$ cat src/rtl/axi4l_reg_file_if.sv
// Bus bundle between the AXI4-Lite channel logic and the register file:
// the decoded write strobe, the read request and the read response.
interface axi4l_reg_file_if #(
   parameter int ADDR_WIDTH = 8,
   parameter int DATA_WIDTH = 32
);
   logic [ADDR_WIDTH-1:0] i_waddr;
   logic [DATA_WIDTH-1:0] i_wdata;
   logic                  i_wvalid;
   logic [ADDR_WIDTH-1:0] i_raddr;
   logic                  i_rvalid;
   logic [DATA_WIDTH-1:0] o_rdata;
   logic                  o_rvalid;
   logic                  o_rerr;

   modport master (
      output i_waddr, i_wdata, i_wvalid, i_raddr, i_rvalid,
      input  o_rdata, o_rvalid, o_rerr
   );

   modport slave (
      input  i_waddr, i_wdata, i_wvalid, i_raddr, i_rvalid,
      output o_rdata, o_rvalid, o_rerr
   );
endinterface

$ cat src/rtl/axi4l_reg_file.sv
// Register file behind the AXI4-Lite write channel: control, scratch,
// counter/compare, W1C interrupt registers and a one-cycle read port.
module axi4l_reg_file #(
   parameter int ADDR_WIDTH = 8,
   parameter int DATA_WIDTH = 32
) (
   input  logic               i_axi_clock,
   input  logic               i_axi_reset,
   axi4l_reg_file_if.slave    bus,
   output logic               o_ctrl_enable,
   output logic               o_irq
);

   localparam logic [2:0] IDX_CTRL    = 3'd0;
   localparam logic [2:0] IDX_STATUS  = 3'd1;
   localparam logic [2:0] IDX_SCRATCH = 3'd2;
   localparam logic [2:0] IDX_IRQST   = 3'd3;
   localparam logic [2:0] IDX_IRQEN   = 3'd4;
   localparam logic [2:0] IDX_COUNT   = 3'd5;
   localparam logic [2:0] IDX_COMPARE = 3'd6;
   localparam logic [2:0] IDX_WRCOUNT = 3'd7;

   localparam logic [ADDR_WIDTH-1:0] LAST_ADDR = ADDR_WIDTH'(28);
   localparam logic [DATA_WIDTH-1:0] ALL_ONES  = '1;

   logic                  ctrl_en;
   logic [DATA_WIDTH-1:0] scratch;
   logic [1:0]            irq_st;
   logic [1:0]            irq_en;
   logic [DATA_WIDTH-1:0] count;
   logic [DATA_WIDTH-1:0] compare;
   logic [DATA_WIDTH-1:0] wr_count;

   logic [DATA_WIDTH-1:0] rdata_p1;
   logic                  vld_p1;
   logic                  rerr_p1;

   logic                  wr_map;
   logic [2:0]            wr_idx;
   logic                  rd_map;
   logic [2:0]            rd_idx;
   logic                  wr_ctrl;
   logic                  wr_bad;
   logic                  match;
   logic [1:0]            irq_clr;
   logic [1:0]            irq_st_nxt;
   logic [DATA_WIDTH-1:0] rd_mux;

   // Mapped means word aligned and no higher than the last register.
   function automatic logic addr_mapped(input logic [ADDR_WIDTH-1:0] a);
      return (a[1:0] == 2'b00) && (a <= LAST_ADDR);
   endfunction

   function automatic logic [DATA_WIDTH-1:0] sat_inc(input logic [DATA_WIDTH-1:0] v);
      return (v == ALL_ONES) ? v : v + 1'b1;
   endfunction

   always_comb begin
      wr_map  = addr_mapped(bus.i_waddr);
      wr_idx  = bus.i_waddr[4:2];
      rd_map  = addr_mapped(bus.i_raddr);
      rd_idx  = bus.i_raddr[4:2];
      wr_ctrl = bus.i_wvalid && wr_map && (wr_idx == IDX_CTRL);
      wr_bad  = bus.i_wvalid && (!wr_map || (wr_idx == IDX_STATUS) ||
                                 (wr_idx == IDX_COUNT) || (wr_idx == IDX_WRCOUNT));
      match   = ctrl_en && (count == compare);
      irq_clr = (bus.i_wvalid && wr_map && (wr_idx == IDX_IRQST)) ? bus.i_wdata[1:0] : 2'b00;
      // Hardware set is applied after the W1C clear so it wins a same-cycle race.
      irq_st_nxt = (irq_st & ~irq_clr) | {wr_bad, match};
   end

   always_comb begin
      rd_mux = '0;
      case (rd_idx)
         IDX_CTRL:    rd_mux = {{(DATA_WIDTH-1){1'b0}}, ctrl_en};
         IDX_STATUS:  rd_mux = {{(DATA_WIDTH-2){1'b0}}, o_irq, ctrl_en};
         IDX_SCRATCH: rd_mux = scratch;
         IDX_IRQST:   rd_mux = {{(DATA_WIDTH-2){1'b0}}, irq_st};
         IDX_IRQEN:   rd_mux = {{(DATA_WIDTH-2){1'b0}}, irq_en};
         IDX_COUNT:   rd_mux = count;
         IDX_COMPARE: rd_mux = compare;
         IDX_WRCOUNT: rd_mux = wr_count;
         default:     rd_mux = '0;
      endcase
   end

   always_ff @(posedge i_axi_clock) begin
      if (i_axi_reset) begin
         ctrl_en  <= 1'b0;
         scratch  <= '0;
         irq_st   <= '0;
         irq_en   <= '0;
         count    <= '0;
         compare  <= '0;
         wr_count <= '0;
         o_irq    <= 1'b0;
      end else begin
         if (wr_ctrl) ctrl_en <= bus.i_wdata[0];
         if (bus.i_wvalid && wr_map && (wr_idx == IDX_SCRATCH)) scratch <= bus.i_wdata;
         if (bus.i_wvalid && wr_map && (wr_idx == IDX_IRQEN))   irq_en  <= bus.i_wdata[1:0];
         if (bus.i_wvalid && wr_map && (wr_idx == IDX_COMPARE)) compare <= bus.i_wdata;
         if (bus.i_wvalid) wr_count <= sat_inc(wr_count);

         if (wr_ctrl && bus.i_wdata[1])
            count <= '0;
         else if (ctrl_en)
            count <= count + 1'b1;

         irq_st <= irq_st_nxt;
         o_irq  <= |(irq_st & irq_en);
      end
   end

   // Read response stage: registers sampled in the request cycle.
   always_ff @(posedge i_axi_clock) begin
      if (i_axi_reset) begin
         rdata_p1 <= '0;
         vld_p1   <= 1'b0;
         rerr_p1  <= 1'b0;
      end else begin
         vld_p1 <= bus.i_rvalid;
         if (bus.i_rvalid) begin
            rdata_p1 <= rd_map ? rd_mux : '0;
            rerr_p1  <= !rd_map;
         end
      end
   end

   assign bus.o_rdata   = rdata_p1;
   assign bus.o_rvalid  = vld_p1;
   assign bus.o_rerr    = rerr_p1;
   assign o_ctrl_enable = ctrl_en;

endmodule
$ cat src/flat_wrapper.sv
// flat-port wrapper written by rule: the top's interface ports become plain ports
module axi4l_reg_file_flat 
#(
   parameter int ADDR_WIDTH = 8,
   parameter int DATA_WIDTH = 32
)
  (i_axi_clock, i_axi_reset, o_ctrl_enable, o_irq, bus_i_waddr, bus_i_wdata, bus_i_wvalid, bus_i_raddr, bus_i_rvalid, bus_o_rdata, bus_o_rvalid, bus_o_rerr);
  axi4l_reg_file_if #(.ADDR_WIDTH(ADDR_WIDTH), .DATA_WIDTH(DATA_WIDTH)) bus_i ();
  input  logic i_axi_clock;
  input  logic i_axi_reset;
  output logic o_ctrl_enable;
  output logic o_irq;
  input wire logic [$bits(bus_i.i_waddr)-1:0] bus_i_waddr;
  input wire logic [$bits(bus_i.i_wdata)-1:0] bus_i_wdata;
  input wire logic [$bits(bus_i.i_wvalid)-1:0] bus_i_wvalid;
  input wire logic [$bits(bus_i.i_raddr)-1:0] bus_i_raddr;
  input wire logic [$bits(bus_i.i_rvalid)-1:0] bus_i_rvalid;
  output wire logic [$bits(bus_i.o_rdata)-1:0] bus_o_rdata;
  output wire logic [$bits(bus_i.o_rvalid)-1:0] bus_o_rvalid;
  output wire logic [$bits(bus_i.o_rerr)-1:0] bus_o_rerr;
  assign bus_i.i_waddr = bus_i_waddr;
  assign bus_i.i_wdata = bus_i_wdata;
  assign bus_i.i_wvalid = bus_i_wvalid;
  assign bus_i.i_raddr = bus_i_raddr;
  assign bus_i.i_rvalid = bus_i_rvalid;
  assign bus_o_rdata = bus_i.o_rdata;
  assign bus_o_rvalid = bus_i.o_rvalid;
  assign bus_o_rerr = bus_i.o_rerr;
  axi4l_reg_file #(.ADDR_WIDTH(ADDR_WIDTH), .DATA_WIDTH(DATA_WIDTH)) u_core (.i_axi_clock(i_axi_clock), .i_axi_reset(i_axi_reset), .bus(bus_i), .o_ctrl_enable(o_ctrl_enable), .o_irq(o_irq));
endmodule
$ cat config.mk
export PLATFORM = sky130hd
export DESIGN_NAME = axi4l_reg_file_flat
export DESIGN_NICKNAME = d
export VERILOG_FILES = /design/src/rtl/axi4l_reg_file_if.sv /design/src/rtl/axi4l_reg_file.sv /design/src/flat_wrapper.sv
export SDC_FILE = /design/constraint.sdc
export NUM_CORES = 1
export LEC_CHECK = 0
export ABC_CLOCK_PERIOD_IN_PS = 4870
export BUFFER_PORTS_ARGS = -buffer_cell sky130_fd_sc_hd__buf_4
export CAP_MARGIN = 20
export CORE_MARGIN = 4
export CORE_UTILIZATION = 30
export DETAILED_ROUTE_END_ITERATION = 10
export HOLD_SLACK_MARGIN = 0.03
export SETUP_SLACK_MARGIN = 0.1
export SYNTH_ARGS = -nofsm -noshare
export SYNTH_HDL_FRONTEND = slang
export SYNTH_SLANG_ARGS = --single-unit
$ cat constraint.sdc
create_clock -name i_axi_clock -period 4.87 [get_ports i_axi_clock]
set_input_delay 0.487 -clock i_axi_clock [delete_from_list [all_inputs] [get_ports i_axi_clock]]
set_output_delay 0.487 -clock i_axi_clock [all_outputs]
set_load 0.02 [all_outputs]
==> impl_metrics.py, run 1 <==
metrics = {
    "outcome": {
        "status": "completed",
    },
    "routing": {
        "dr.pass1.iters": 7,
        "drt_iter0_drc": 476,
        "num_vias": 6673,
        "drt-total-wl_mm": 22.5,
        "route.detailed.drc": 0,
        "ant_nets": 0,
        "wl_per_cell_um": 17.4,
        "via_per_inst": 5.16,
    },
    "logic_synthesis": {
        "ys_top_cells_by_area": "dfxtp_1 (42%), mux2i_1 (9.0%), nor2_1 (7.6%)",
        "async_flop_share_pct": 0,
        "seq_area_frac_synth_pct": 42.0,
        "synth_top_area_share_pct": 42.0,
        "synth.cell_area_sq_mm": 0.00800,
        "synth_edf_count": 0,
        "synth_area_per_cell_sq_um": 8.94,
        "ys_warn_count": 0,
        "postSynthCellCount": 895,
        "synth_fp_nets": 949,
        "synth_ff_type": "dfxtp_1",
        "ys_seq_elements": 168,
        "synthDistinctLibCells": 55,
        "synth_top_area_cell": "dfxtp_1",
    },
    "worst_hold_path": {
        "min_path_type": "in2reg",
    },
    "power_and_ir_drop": {
        "vdd_ir_drop_max_v": 0.000231,
        "power_density_mw_per_mm2": 307,
        "p_leak_nw": 3.34,
    },
    "sta": {
        "period_minus_slack_ps": 2830,
        "hold_viol_final": 0,
        "skew_ps": 12.6,
        "final_max_slew_viol_count": 0,
        "max-slew-margin-rel_pct": 26.3,
        "finalSetupTns_ps": 0,
        "max_freq_ghz": 0.354,
        "setup_slack_ps": 2040,
        "period_share_pct": 58.0,
        "tightest_slew_ps": 1100,
        "finalSetupViolCount": 0,
        "rsz0062_at_grt": "no",
    },
    "placed_design": {
        "pre_cts_slack_ps": 1850,
        "gp_congestion": 0.816,
        "portBuffers": 87,
        "dp_hpwl_mm": 15.4,
        "placed_area_sq_mm": 0.00889,
    },
    "floorplanning": {
        "initial_core_util_pct": 30.6,
        "dieHeight_um": 171,
        "die_w_um": 171,
        "io_pins": 88,
        "dieArea_sq_mm": 0.0294,
        "num_rows": 59,
        "fp.coreArea_sq_mm": 0.0261,
    },
    "worst_setup_path": {
        "critPathRequiredTime_ps": 5190,
        "critPathCaptureType": "flip-flop",
        "cp-start-kind": "flip-flop",
        "path_max_fanout": 20,
        "crit_chain": "and4_1 -> nand4_1 -> nor4_4 -> nand3b_1 -> mux2_1",
        "critPathSlowestCell": "nor4_4",
        "critPathMaxStageDelay_ps": 980,
        "worstSetupPathType": "reg2reg",
        "cp_top_family": "simple AND/OR/NAND/NOR gates",
        "critPathArrivalTime_ps": 3140,
        "path_buf_inv": 0,
    },
    "layout": {
        "mostFrequentLayoutCell": "dfxtp_1",
        "areaGrowthSynthToFinish_pct": 18.6,
        "antenna_cells": 0,
        "final_area_sq_mm": 0.00950,
        "fillers": 2682,
        "drive_above_1_share_pct": 14.5,
        "nets": 998,
        "layout_common_cells": "dfxtp_1 (168), nor2_1 (159), buf_4 (95)",
        "utilization_pct": 36.3,
    },
    "cts": {
        "cts_buffer_depth": 2,
        "htree_levels": 4,
        "holdBufCountCts": 0,
        "cts_root_buf": "clkbuf_16",
        "clkTransAtPathRegs_ps": 70,
        "cts_inserted_buffers": 17,
        "cts_tree": "yes",
        "cts_sinks": 168,
        "worstSkewPairLatency_ps": 440,
        "cts_setup_buffers": 0,
        "cts_resized": 0,
    },
    "grt": {
        "grt_antenna_before_repair": 0,
        "grt_pass1_wl_mm": 35.9,
        "grt_max_degree": 101,
        "grt_overflow_total": 0,
        "grt_pass1_vias": 6417,
        "grtUsageTotal_pct": 15.6,
    },
    "job": {
        "maxCapViolations": 0,
    },
}
state kept, by name (all words and copies together) (netlist names):
signal / count
u_core.scratch: 32
u_core.bus.o_rerr: 1
u_core.bus.o_rdata: 32
u_core.o_irq: 1
u_core.wr_count: 32
u_core.irq_st: 2
u_core.count: 32
u_core.o_ctrl_enable: 1
u_core.bus.o_rvalid: 1
u_core.irq_en: 2
u_core.compare: 32
per-stage QoR:
step	power, mW	instances	hold WS (ps)
after global routing	3.01	1292	303
after global placement	1.53	1260	464
after floorplan	1.47	895	461
final	2.91	1292	305
after detailed placement	1.54	1260	477
after CTS	2.94	1292	288
worst register-to-register path, stage by stage, from the launching register on:
cell      delay, ps
dfxtp_1         430
and4_1          310
nand4_1         470
nor4_4          980
nand3b_1        210
mux2_1          310
power breakdown:
group	internal [mW]	switching, mW	total [mW]
sequential	1.38	0.00384	1.38
combinational	0.0428	0.0784	0.121
clock	0.840	0.569	1.41
final timing paths:
path	startpoint	to	slack (ps)	depth (start not counted)
min	bus_i_wdata[21]	u_core.compare[21]$_SDFFE_PP0P_	310	3
min reg2reg	u_core.bus.o_rdata[0]$_SDFFE_PP0P_	u_core.bus.o_rdata[0]$_SDFFE_PP0P_	480	2
max reg2reg	u_core.wr_count[5]$_SDFFE_PP0P_	u_core.wr_count[9]$_SDFFE_PP0P_	2040	5
max	u_core.wr_count[5]$_SDFFE_PP0P_	u_core.wr_count[9]$_SDFFE_PP0P_	2040	5
metal layers:
layer	vias to the layer above	GRT usage [%]	wire, um	share of wire, %
met5	-	0	0	0
li1	3277	-	-	-
met1	3196	21.6	10600	47
met2	169	24.7	10400	46
met4	0	5.10	451	2.0
met3	31	2.57	1030	4.6
cell families (layout without fill, tap and decap cells):
logic type / Yosys count / after routing / synth area share [%]
AOI/OAI and AO/OA: 140 / 140 / 13.0
muxes: 76 / 76 / 9.71
adders and majority gates: 2 / 2 / 0.313
buffers and inverters: 78 / 140 / 3.99
DFF: 168 / 168 / 42.0
xor gates and xnor gates: 76 / 76 / 8.32
and+or+nand+nor: 355 / 355 / 22.7
synth_stat cells, types with 3 or more instances:
master	count
a211oi_1	3
a21oi_1	46
a221o_1	31
a22o_1	31
and3_1	4
and4_1	9
buf_1	3
buf_2	16
clkbuf_1	43
dfxtp_1	168
inv_1	13
mux2_4	3
mux2i_1	72
nand2_1	28
nand3_1	19
nand3b_1	6
nand4_1	18
nor2_1	161
nor2b_1	38
nor3_1	18
nor4_1	21
o21ai_0	10
o31ai_1	5
or3_1	9
or4_1	5
xnor2_1	57
xor2_1	19
final cells by class:
type / count / area [sq um] / share of cell area, %
tap: 335 / 419 / 4.41
inverter: 13 / 48.8 / 0.514
sequential: 168 / 3360 / 35.4
multi-input combinational: 649 / 4340 / 45.7
timing repair buffer: 95 / 713 / 7.51
clock inverter: 9 / 141 / 1.49
clock buffer: 23 / 468 / 4.93
Power figures use the tool's default switching activity.
==> inputs of run 2 (changes only) <==
ABC_AREA = 1   (was not set)
ABC_CLOCK_PERIOD_IN_PS = 2900   (was 4870)
clock period = 2.9 ns   (was 4.87 ns; I/O delays follow)
==> run 2 against run 1 <==
  * Critical path depth grew 5
  * Hold slack lost 170 ps
  * Critical endpoint is now u_core.wr_count[14]$_SDFFE_PP0P_
  * Die area grew 10%
  * Combinational power grew 100%
  * Area after synthesis grew 11%
  * First-iteration DRC count grew 34%
  * Highest routed layer unchanged
  * Synthesized cell count grew 51%
  * Sequential share of layout area shrank 3.2 points
  * Register-to-register slack lost 1200 ps
  * Sequential power grew 68%
  * Via count grew 33%
==> impl_metrics.py, run 2 <==
metrics = {
    "floorplanning": {
        "dieHeight_um": 180,
        "initial_core_util_pct": 30.6,
        "io_pins": 88,
        "die_w_um": 180,
        "dieArea_sq_mm": 0.0323,
        "fp.coreArea_sq_mm": 0.0289,
        "num_rows": 62,
    },
    "power_and_ir_drop": {
        "p_int_mw": 3.73,
        "combinationalPowerShare_pct": 5.0,
        "swShare_pct": 23.7,
        "power_mw": 4.89,
        "pwr-share-seq_pct": 47.4,
        "vdd_ir_drop_max_v": 0.000425,
        "p_clk_share_pct": 47.6,
        "p_sw_mw": 1.16,
        "power_density_mw_per_mm2": 469,
        "p_leak_nw": 3.71,
    },
    "cts": {
        "cts_setup_buffers": 0,
        "clkTransAtPathRegs_ps": 70,
        "cts_buffer_depth": 2,
        "holdBufCountCts": 0,
        "htree_levels": 4,
        "cts_root_buf": "clkbuf_16",
        "cts_tree": "yes",
        "cts_inserted_buffers": 17,
        "cts_sinks": 168,
        "cts_resized": 0,
        "worstSkewPairLatency_ps": 430,
    },
    "sta": {
        "rsz0062_at_grt": "no",
        "skew_ps": 11.3,
        "period_share_pct": 69.9,
        "max-slew-margin-rel_pct": 39.9,
        "tightest_slew_ps": 898,
        "finalSetupViolCount": 0,
        "final_max_slew_viol_count": 0,
        "hold_viol_final": 0,
        "period_minus_slack_ps": 2030,
        "max_freq_ghz": 0.493,
        "finalSetupTns_ps": 0,
    },
    "logic_synthesis": {
        "ys_seq_elements": 168,
        "synth_edf_count": 0,
        "ys_top_cells_by_area": "dfxtp_1 (38%), nand2_1 (14%), inv_1 (7.5%)",
        "ys_warn_count": 0,
        "ys_top_cells_by_count": "nand2_1 (341), inv_1 (176), dfxtp_1 (168), nor2_1 (144), a21oi_1 (120)",
        "synth_ff_type": "dfxtp_1",
        "synth_fp_nets": 1405,
        "seq_area_frac_synth_pct": 38.0,
        "synth_top_area_share_pct": 38.0,
        "synthDistinctLibCells": 35,
        "synth.cell_area_sq_mm": 0.00886,
        "synth_top_area_cell": "dfxtp_1",
        "async_flop_share_pct": 0,
        "synth_area_per_cell_sq_um": 6.56,
        "yosysMostFrequentCell": "nand2_1",
        "postSynthCellCount": 1351,
    },
    "grt": {
        "grt_use_met1_pct": 23.8,
        "gr-usage-met3_pct": 2.53,
        "busiest_layer": "met2",
        "grt_pass1_wl_mm": 45.4,
        "grt_pass1_vias": 8304,
        "use_met2_pct": 28.2,
        "grtUsageTotal_pct": 17.3,
        "grt_overflow_total": 0,
        "grt_antenna_before_repair": 0,
        "grt_max_degree": 63,
    },
    "layout": {
        "multi_input_area_sq_mm": 0.00456,
        "drive_above_1_share_pct": 13.1,
        "layout_common_cells": "nand2_1 (341), inv_1 (175), dfxtp_1 (168)",
        "nets": 1470,
        "areaGrowthSynthToFinish_pct": 17.9,
        "fillers": 3143,
        "antenna_cells": 0,
        "final_area_sq_mm": 0.0104,
        "mostFrequentLayoutCell": "nand2_1",
        "utilization_pct": 36.1,
        "register_area_sq_mm": 0.00336,
    },
    "worst_setup_path": {
        "worstSetupPathType": "reg2reg",
        "critPathArrivalTime_ps": 2310,
        "critPathSlowestCell": "dfxtp_1",
        "cp_top_family": "simple AND/OR/NAND/NOR gates",
        "crit_chain": "ha_1 -> inv_1 -> nor2_4 -> nand2_4 -> nor2_4 -> nand2_4 -> nand2_8 -> inv_4 -> nand2_1 -> a21oi_2",
        "cp-start-kind": "flip-flop",
        "path_buf_inv": 2,
        "critPathRequiredTime_ps": 3180,
        "critPathMaxStageDelay_ps": 410,
        "path_max_fanout": 27,
        "critPathCaptureType": "flip-flop",
    },
    "worst_hold_path": {
        "min_path_type": "in2reg",
    },
    "placed_design": {
        "placed_area_sq_mm": 0.00985,
        "dp_hpwl_mm": 21.7,
        "portBuffers": 87,
        "gp_congestion": 0.931,
    },
    "routing": {
        "wl_per_cell_um": 15.8,
        "drt-total-wl_mm": 28.7,
        "num_vias": 8874,
        "route.detailed.drc": 0,
        "drt_iter0_drc": 640,
        "ant_nets": 0,
        "dr.pass1.iters": 5,
        "via_per_inst": 4.89,
    },
    "outcome": {
        "status": "completed",
    },
    "job": {
        "maxCapViolations": 0,
    },
}
run 2: cell count changes in the layout (fill, tap and decap cells not counted), sizes merged, moves of 24 or more:
cell	previous run	this run
nand2	28	350
inv	14	183
o21ai	10	119
a21oi	46	140
mux2i	72	0
o22ai	0	58
xnor2	57	3
nor2b	38	0
nand3	19	53
a221o	31	0
a22o	31	0
nor4	24	0
run 2: worst reg2reg max path, stage by stage (launching register included):
cell     delay, ps
dfxtp_1        410
ha_1           290
inv_1          120
nor2_4         170
nand2_4         90
nor2_4         170
nand2_4        110
nand2_8        190
inv_4          170
nand2_1        120
a21oi_2         50
run 2: worst paths after layout:
| check | from | end | slack (ps) | cells past startpoint |
|---|---|---|---|---|
| max | u_core.wr_count[1]$_SDFFE_PP0P_ | u_core.wr_count[14]$_SDFFE_PP0P_ | 870 | 10 |
| min | bus_i_wdata[12] | u_core.scratch[12]$_SDFFE_PP0P_ | 140 | 3 |
| max reg2reg | u_core.wr_count[1]$_SDFFE_PP0P_ | u_core.wr_count[14]$_SDFFE_PP0P_ | 870 | 10 |
| min reg2reg | u_core.scratch[30]$_SDFFE_PP0P_ | u_core.scratch[30]$_SDFFE_PP0P_ | 460 | 2 |
run 2: metal layers:
layer	vias to the layer above	routed length [um]
li1	4478	-
met1	4101	13300
met2	255	13200
met3	40	1570
met4	0	595
met5	-	0
run 2: power by group through the flow:
stage          logic (mW)  clock network [mW]  registers [mW]
2_1_floorplan       0.127                   0            2.37
3_3_place_gp        0.240                   0            2.37
3_5_place_dp        0.243                   0            2.37
4_1_cts             0.243                2.36            2.32
5_1_grt             0.268                2.46            2.32
6_report            0.245                2.33            2.32
run 2: metrics by stage:
step	setup WS [ps]	hold slack (ps)	std cells
6_report	873	137	1813
3_5_place_dp	705	447	1781
2_1_floorplan	1220	425	1351
3_3_place_gp	752	440	1781
4_1_cts	877	128	1813
5_1_grt	709	148	1813
run 2: logic make-up (layout without fill, tap and decap cells):
| group | Yosys count | after routing | synth area share, % |
|---|---|---|---|
| compound gates | 317 | 317 | 19.6 |
| xor+xnor | 33 | 33 | 3.26 |
| fa+ha+maj | 2 | 2 | 0.282 |
| buf+inv | 238 | 316 | 10.7 |
| flops | 168 | 168 | 38.0 |
| simple gates | 593 | 593 | 28.2 |
run 2: cell type report:
class                           instances  share of cell area (%)
Clock buffer                           21                    4.51
Clock inverter                         11                    1.16
Inverter                              183                    6.60
Multi-Input combinational cell        945                    43.6
Sequential cell                       168                    32.2
Tap cell                              384                    4.60
Timing Repair Buffer                  101                    7.26
==> inputs of run 3 (changes only) <==
ABC_CLOCK_PERIOD_IN_PS = 1800   (was 2900)
clock period = 1.8 ns   (was 2.9 ns; I/O delays follow)
==> run 3 against run 2 <==
  * Combinational power increased by 89%
  * Die area did not move
  * Sequential power is 61% higher
  * Final cell count rose by 3.9%
  * Design area is 6.3% higher
  * Fmax grew 27%
  * Hold slack got worse by 96 ps
  * Sequential share of layout area shrank 1.7 points
  * Power up 53%
  * Largest power group is now sequential cells
==> impl_metrics.py, run 3 (synthesized netlist as in run 2, its figures left out) <==
metrics = {
    "sta": {
        "skew_ps": 8.27,
        "tightest_slew_ps": 766,
        "max_freq_ghz": 0.625,
        "period_share_pct": 88.9,
        "finalSetupTns_ps": 0,
        "rsz0062_at_grt": "yes",
        "max-slew-margin-rel_pct": 48.9,
        "finalSetupViolCount": 0,
        "period_minus_slack_ps": 1600,
        "hold_viol_final": 0,
        "final_max_slew_viol_count": 0,
        "timing.hold.ws_ps": 41.5,
    },
    "worst_setup_path": {
        "critPathArrivalTime_ps": 1960,
        "path_max_fanout": 7,
        "worstSetupPathType": "reg2reg",
        "critPathRequiredTime_ps": 2160,
        "critPathSlowestCell": "dfxtp_2",
        "critPathCaptureType": "flip-flop",
        "cp-start-kind": "flip-flop",
        "critPathMaxStageDelay_ps": 360,
        "crit_chain": "ha_2 -> inv_1 -> nor2_4 -> nand2_4 -> nor2_4 -> nand2_4 -> nand2_8 -> buf_6 -> o21ai_0 -> nor2_1",
    },
    "routing": {
        "dr.pass1.iters": 6,
        "route.detailed.drc": 0,
        "ant_nets": 0,
        "num_vias": 9026,
        "via_per_inst": 4.79,
        "drt-total-wl_mm": 28.7,
        "drt_iter0_drc": 698,
        "wl_per_cell_um": 15.2,
    },
    "cts": {
        "cts_root_buf": "clkbuf_16",
        "worstSkewPairLatency_ps": 430,
        "clkTransAtPathRegs_ps": 70,
        "cts_sinks": 168,
        "cts_tree": "yes",
        "htree_levels": 4,
        "cts_inserted_buffers": 17,
        "cts_buffer_depth": 2,
    },
    "floorplanning": {
        "dieArea_sq_mm": 0.0323,
        "io_pins": 88,
        "dieHeight_um": 180,
        "fp.coreArea_sq_mm": 0.0289,
        "initial_core_util_pct": 30.6,
        "num_rows": 62,
        "die_w_um": 180,
    },
    "layout": {
        "areaGrowthSynthToFinish_pct": 25.2,
        "layout_common_cells": "nand2_1 (340), inv_1 (175), dfxtp_1 (158)",
        "multi_input_area_sq_mm": 0.00463,
        "nets": 1541,
        "fillers": 3086,
        "drive_above_1_share_pct": 17.2,
        "mostFrequentLayoutCell": "nand2_1",
        "utilization_pct": 38.3,
        "register_area_sq_mm": 0.00338,
    },
    "placed_design": {
        "dp_hpwl_mm": 21.9,
        "portBuffers": 87,
        "gp_congestion": 0.923,
    },
    "outcome": {
        "status": "completed",
    },
    "grt": {
        "grtUsageTotal_pct": 17.4,
        "grt_max_degree": 65,
        "grt_antenna_before_repair": 1,
        "grt_pass1_vias": 8508,
        "grt_pass1_wl_mm": 45.6,
        "grt_overflow_total": 0,
    },
    "power_and_ir_drop": {
        "power_density_mw_per_mm2": 676,
        "vdd_ir_drop_max_v": 0.000607,
        "p_leak_nw": 4.02,
    },
    "worst_hold_path": {
        "min_path_type": "in2reg",
    },
    "job": {
        "maxCapViolations": 0,
    },
}
-- run 3: worst max-delay path: cells and delay by family, from the launching register on --
| kind | cells | cell delay, ps |
|---|---|---|
| AND/OR/NAND/NOR | 6 | 690 |
| AO/OA/AOI/OAI | 1 | 80 |
| buffers and inverters | 2 | 220 |
| adder cells (fa/ha/maj) | 1 | 180 |
| flip-flops | 1 | 360 |
-- run 3: through the flow --
| step | total power, mW | worst slack, ps | std cells | area [sq um] |
|---|---|---|---|---|
| floorplan | 4.03 | 122 | 1351 | 8860 |
| finish | 7.49 | 200 | 1883 | 11100 |
| global placement | 4.23 | 124 | 1822 | 10200 |
| detailed placement | 4.24 | 88.1 | 1822 | 10200 |
| global route | 7.75 | 74.3 | 1882 | 11100 |
| CTS | 7.55 | 102 | 1874 | 10900 |
-- run 3: where the power goes --
group | internal (mW) | switching, mW | leakage (nW) | total (mW)
sequential | 3.73 | 0.00832 | 1.36 | 3.73
combinational | 0.191 | 0.272 | 2.42 | 0.462
clock | 1.78 | 1.52 | 0.234 | 3.30
total | 5.69 | 1.80 | 4.02 | 7.49
-- run 3: layer usage --
layer  share of wire (%)  wire, um  track usage (%)
met1                  44     12700             22.3
met2                  48     13700             29.6
met3                 5.4      1550             3.09
met4                 2.6       736             5.91
met5                   0         0                0
-- run 3: path summary, 6_finish.rpt --
check                                                startpoint                              end  slack [ps]  cells past startpoint
worst min-delay path                            bus_i_wdata[16]  u_core.compare[16]$_SDFFE_PP0P_          40                      3
worst max-delay path            u_core.wr_count[0]$_SDFFE_PP0P_  u_core.wr_count[0]$_SDFFE_PP0P_         200                     10
worst max register to register  u_core.wr_count[0]$_SDFFE_PP0P_  u_core.wr_count[0]$_SDFFE_PP0P_         200                     10
worst min register to register  u_core.scratch[17]$_SDFFE_PP0P_  u_core.scratch[17]$_SDFFE_PP0P_         450                      2
-- run 3: area by class of cell --
| class | instances | area share, % |
|---|---|---|
| timing repair buffer | 171 | 12.6 |
| clock inverter | 8 | 0.474 |
| multi-input combinational | 946 | 41.7 |
| antenna | 1 | 0.0226 |
| tap | 384 | 4.33 |
| inverter | 183 | 6.24 |
| clock buffer | 22 | 4.09 |
| sequential | 168 | 30.5 |
-- run 3: repair_timing --
action / in CTS / in global routing
pin swaps: 2 / 8
hold buffers: 20 / 0
gates resized for setup: 4 / 27
endpoints found under the setup margin: 22 / 41
setup buffers: 2 / 7
gates cloned: 0 / 1
hold endpoints to repair: 24 / 0
